## config.mk

```make
export PLATFORM = sky130hd
export DESIGN_NAME = mem_port_arbiter
export DESIGN_NICKNAME = d
export VERILOG_FILES = /design/src/rtl/mem_port_arbiter.sv
export SDC_FILE = /design/constraint.sdc
export NUM_CORES = 1
export LEC_CHECK = 0
export CAP_MARGIN = 20
export CORE_MARGIN = 4
export CORE_UTILIZATION = 37
export CTS_CLUSTER_SIZE = 10
export DETAILED_ROUTE_END_ITERATION = 12
export GPL_TIMING_DRIVEN = 0
export PLACE_DENSITY = 0.82
export SLEW_MARGIN = 20
export SYNTH_ARGS = -nofsm -noshare
export SYNTH_HDL_FRONTEND = slang
export SYNTH_SLANG_ARGS = --single-unit
```

## constraint.sdc

```tcl
create_clock -name clk -period 2.2 [get_ports clk]
set_input_delay 0.44 -clock clk [delete_from_list [all_inputs] [get_ports clk]]
set_output_delay 0.44 -clock clk [all_outputs]
set_load 0.1 [all_outputs]
```

## src/rtl/mem_port_arbiter.sv

```systemverilog
// rtl/mem_port_arbiter.sv - fetch/data arbiter for a shared fixed-latency memory
module mem_port_arbiter #(
  parameter int ADDR_WIDTH   = 32,
  parameter int DATA_WIDTH   = 32,
  parameter int MEM_LATENCY  = 2,
  parameter int STARVE_LIMIT = 4
) (
  input  logic                  clk,
  input  logic                  reset,
  input  logic                  if_req,
  input  logic [ADDR_WIDTH-1:0] if_addr,
  output logic                  if_ack,
  output logic [DATA_WIDTH-1:0] if_rdata,
  output logic                  if_stall,
  input  logic                  d_req,
  input  logic                  d_wen,
  input  logic [ADDR_WIDTH-1:0] d_addr,
  input  logic [DATA_WIDTH-1:0] d_wdata,
  output logic                  d_ack,
  output logic [DATA_WIDTH-1:0] d_rdata,
  output logic                  d_stall,
  output logic                  mem_en,
  output logic                  mem_wen,
  output logic [ADDR_WIDTH-1:0] mem_addr,
  output logic [DATA_WIDTH-1:0] mem_wdata,
  input  logic [DATA_WIDTH-1:0] mem_rdata,
  output logic                  busy
);

  typedef enum logic [1:0] {S_IDLE, S_ISSUE, S_WAIT, S_RESP} state_t;

  localparam logic [3:0] LAT_M1     = 4'(MEM_LATENCY - 1);
  localparam logic [3:0] STARVE_MAX = 4'(STARVE_LIMIT);

  state_t                r_state;
  logic [3:0]            r_wait_cnt;
  logic [3:0]            r_starve_cnt;
  logic                  r_grant_d;
  logic                  r_if_ack;
  logic                  r_d_ack;
  logic                  r_mem_en;
  logic                  r_mem_wen;
  logic                  r_busy;
  logic [ADDR_WIDTH-1:0] r_mem_addr;
  logic [DATA_WIDTH-1:0] r_mem_wdata;
  logic                  w_grant_d;

  // Data wins unless it is idle or fetch has waited out the starvation limit.
  assign w_grant_d = d_req & ~(if_req & (r_starve_cnt == STARVE_MAX));

  always_ff @(posedge clk or negedge reset) begin
    if (!reset) begin
      r_state      <= S_IDLE;
      r_wait_cnt   <= '0;
      r_starve_cnt <= '0;
      r_grant_d    <= 1'b0;
      r_if_ack     <= 1'b0;
      r_d_ack      <= 1'b0;
      r_mem_en     <= 1'b0;
      r_mem_wen    <= 1'b0;
      r_busy       <= 1'b0;
      r_mem_addr   <= '0;
      r_mem_wdata  <= '0;
    end else begin
      case (r_state)
        S_IDLE: begin
          if (if_req | d_req) begin
            r_grant_d <= w_grant_d;
            r_mem_en  <= 1'b1;
            r_busy    <= 1'b1;
            r_state   <= S_ISSUE;
            if (w_grant_d) begin
              r_mem_addr  <= d_addr;
              r_mem_wen   <= d_wen;
              r_mem_wdata <= d_wdata;
              if (!if_req)
                r_starve_cnt <= '0;
              else if (r_starve_cnt != STARVE_MAX)
                r_starve_cnt <= r_starve_cnt + 4'd1;
            end else begin
              r_mem_addr   <= if_addr;
              r_mem_wen    <= 1'b0;
              r_mem_wdata  <= '0;
              r_starve_cnt <= '0;
            end
          end
        end
        S_ISSUE: begin
          r_mem_en <= 1'b0;
          if (MEM_LATENCY == 1) begin
            r_state  <= S_RESP;
            r_if_ack <= ~r_grant_d;
            r_d_ack  <= r_grant_d;
          end else begin
            r_state    <= S_WAIT;
            r_wait_cnt <= LAT_M1;
          end
        end
        S_WAIT: begin
          r_wait_cnt <= r_wait_cnt - 4'd1;
          if (r_wait_cnt == 4'd1) begin
            r_state  <= S_RESP;
            r_if_ack <= ~r_grant_d;
            r_d_ack  <= r_grant_d;
          end
        end
        S_RESP: begin
          r_if_ack <= 1'b0;
          r_d_ack  <= 1'b0;
          r_busy   <= 1'b0;
          r_state  <= S_IDLE;
        end
        default: r_state <= S_IDLE;
      endcase
    end
  end

  assign if_ack    = r_if_ack;
  assign d_ack     = r_d_ack;
  assign if_rdata  = r_if_ack ? mem_rdata : '0;
  assign d_rdata   = r_d_ack ? mem_rdata : '0;
  // Gated by reset so the hazard logic sees no stall while the arbiter is held.
  assign if_stall  = reset & if_req & ~r_if_ack;
  assign d_stall   = reset & d_req & ~r_d_ack;
  assign mem_en    = r_mem_en;
  assign mem_wen   = r_mem_wen;
  assign mem_addr  = r_mem_addr;
  assign mem_wdata = r_mem_wdata;
  assign busy      = r_busy;

endmodule

```

==> results.md <==
* Outcome: completed
* R2R Setup Slk at 240 ps
* Final hold violations at 0
* Synth unique cells at 39
* CTS sink cnt at 80
* IO Pins at approximately 270
* Highest routed layer: met4
* Worst-path clk slew at 60 ps
* WP data required at 1760 ps
* Top post-synthesis cells by area: dfrtp_1, and2_1, o211ai_2
* Placed insts at between 800 and 900
* Initial DRC count at 154
* Drt pass-1 iters at 4
* Final slew viol count at 0
* Post-Synthesis Cells at 400
* Max Cap Viol at 0
* Reg2reg path depth at 7
* Syn Nets at 541
* Vias per cell at between 5 and 6
* Sequential cell area at ~2000 um2
* TritonCTS clock tree: done
* Slowest CP cell: dlygate4sd2_1
* Mapped Area at roughly 4200 um2
* Crit end category: primary output
* Layout cells sized above 1 at 29.7%
* Peak Freq at about 470 MHz
* Clock latency on the worst-skew pair at 340 ps
* Reg-to-reg startpoint: r_state[0]
* Rel. slew slack at 32.7%
* H-tree levels at 3
* Metal-1 WL at 5570 um
* Most area-hungry cell type in the Yosys netlist: dfrtp_1
* Ys async rst share at 100%
* Crit path max-delay family: buffers and inverters
* Synth Flop Type: dfrtp_1
* Initial antenna violation count at 1
* RSZ-0062 raised after global routing: no
* Root Buffer: clkbuf_16
* Crit start category: flop
* Max FO, Critical Path at 8
* Min-Delay Path Class: in2async
* # setup viols final at 0
* ANT nets after route at 0
* Buffers on Ports at 266
* Vias in the first global route at 4554
* Fin Clk Skew at around 7.3 ps
* Total grt overflow at 0
* Row cnt at 38
* Syn_area_per_cell at 10.5 um2
* Drt wl/cell at 18.5 um
* Global-route wire length before repair at 23700 um
* Reg2reg end: mem_addr[19]
* Nets at 819
* Core area at 10900 um2
* EDFF count, synth at 0
* Bufs and invs on worst path at 1
* CP max stage delay at 890 ps
* Met2 WL post-DR at 8170 um
* Final worst path period need at about 2100 ps
* Chip width at 114 um
* Initial Util at 38.3%
* DR vias at 4200
* Kind of critical path: reg2out
* Filler cell count at 922
* CTS max path bufs at 2
* Synthesis Warnings at 0
* Critical path arrival at 1690 ps
* Detailed Place HPWL at 12300 um
* Least-Margin Pin Slew at between 1000 and 1500 ps
* Final GP Congestion at 0.945
* Final wirelength at 15300 um
* Post-synthesis sequential area ratio at 47.8%
* Met3 WL post-DR at ~1200 um
* Area taken by multi-input logic gates at 2040 um2
* Pin count of the biggest net entering global routing at 51
* Synth top area share at 47.8%
* GRT Overall Usage at between 20% and 30%
* DRC violations left at 0
* Area Growth Syn to Fin at 73.2%
* Die area at 13100 um2
* Worst-path cell chain: dlygate4sd2_1
* Flops & latches, synth at 80
* Num CTS Buffers at 9
* Post-route insts no fill at slightly above 800
* Hold Slack at 56.3 ps
* Die H at ~110 um
* Final period util at 96.7%
## flip-flops by register name, summed over array words and instances (netlist names)
name	count
busy	1
if_ack	1
r_wait_cnt	4
d_ack	1
mem_wdata	32
mem_en	1
r_state	2
r_grant_d	1
r_starve_cnt	4
mem_wen	1
mem_addr	32
## cell usage in the layout, fill, tap and decap left out, types with 3 or more instances in the layout
master / count
a22o_1: 34
a32o_1: 3
and2_2: 64
buf_2: 11
buf_4: 36
buf_6: 6
bufinv_16: 3
clkbuf_1: 17
clkbuf_16: 9
clkbuf_2: 4
clkbuf_4: 24
clkdlybuf4s15_2: 5
clkdlybuf4s50_1: 130
dfrtp_1: 80
dlygate4sd2_1: 68
ha_1: 8
inv_1: 7
nand2_1: 66
nand4_1: 32
nor3_1: 3
o211ai_2: 30
o21ai_0: 3
## cells by family (layout without fill, tap and decap cells)
group                      after synthesis  in the layout  synth area share [%]
and+or+nand+nor                        180            180                  23.5
DFF                                     80             80                  47.8
AOI/OAI and AO/OA                       83             83                  19.5
buffers and inverters                   44            327                  5.41
adders and majority gates                8              8                  2.39
other                                    0              1                     0
xor gates and xnor gates                 2              2                 0.419
muxes                                    3              3                 0.957
## metrics by stage
step                TNS [ps]  setup slack, ps  util (%)  cell area, um2
CTS                        0             6.99      65.7            7190
floorplan                  0             19.3         -            4270
global route               0             7.74      66.3            7250
detailed placement    -28660             -700      65.2            7130
global placement     -204770            -3400      65.0            7100
finish                     0             73.1      66.3            7250
## final cells by class
| cell class | count | share of cell area [%] |
|---|---|---|
| Sequential cell | 80 | 27.6 |
| Clock inverter | 7 | 1.86 |
| Clock buffer | 9 | 3.11 |
| Timing Repair Buffer | 267 | 33.7 |
| Tap cell | 140 | 2.42 |
| Multi-Input combinational cell | 276 | 28.1 |
| Antenna cell | 1 | 0.0345 |
| Inverter | 8 | 0.414 |
| Buffer | 36 | 2.76 |
## per-layer routing
layer | global-route usage [%] | up-vias
met1 | 25.5 | 2008
met3 | 5.39 | 28
li1 | - | 1973
met5 | 0 | -
met4 | 7.52 | 0
met2 | 43.4 | 191
## cell usage after synthesis, types with 2 or more instances
library cell	n
nor2b_1	2
clkbuf_1	21
inv_1	7
a22o_1	34
nand4_1	32
o21ai_0	3
nor2_1	2
o2bb2ai_1	2
buf_4	2
o21a_1	2
nor3_1	3
ha_1	8
buf_2	7
o211ai_1	2
nand3_1	2
buf_6	6
and2_1	65
a32o_1	3
or3b_1	2
dfrtp_1	80
and3b_1	2
nand2_1	66
o211ai_2	30
mux2_4	2
## repair_timing
action | 4_1_cts | 5_1_grt
resized for setup | 423 | 32
hold buffers | 0 | 0
hold endpoints to repair | 0 | 0
pin swaps | 0 | 0
endpoints found under the setup margin | 135 | 39
setup buffers | 0 | 0
## worst max path at each step
stage / start / end / depth (start not counted)
6_report: if_ack / if_ack / 1
5_1_grt: if_ack / if_rdata[9] / 3
4_1_cts: if_ack / if_rdata[8] / 3
3_5_place_dp: d_req / d_stall / 4
3_3_place_gp: reset / d_stall / 3
2_1_floorplan: d_ack / d_stall / 1
Power is not shown: default switching activity piles up to over one toggle a cycle in this logic, so the estimate is an artifact.
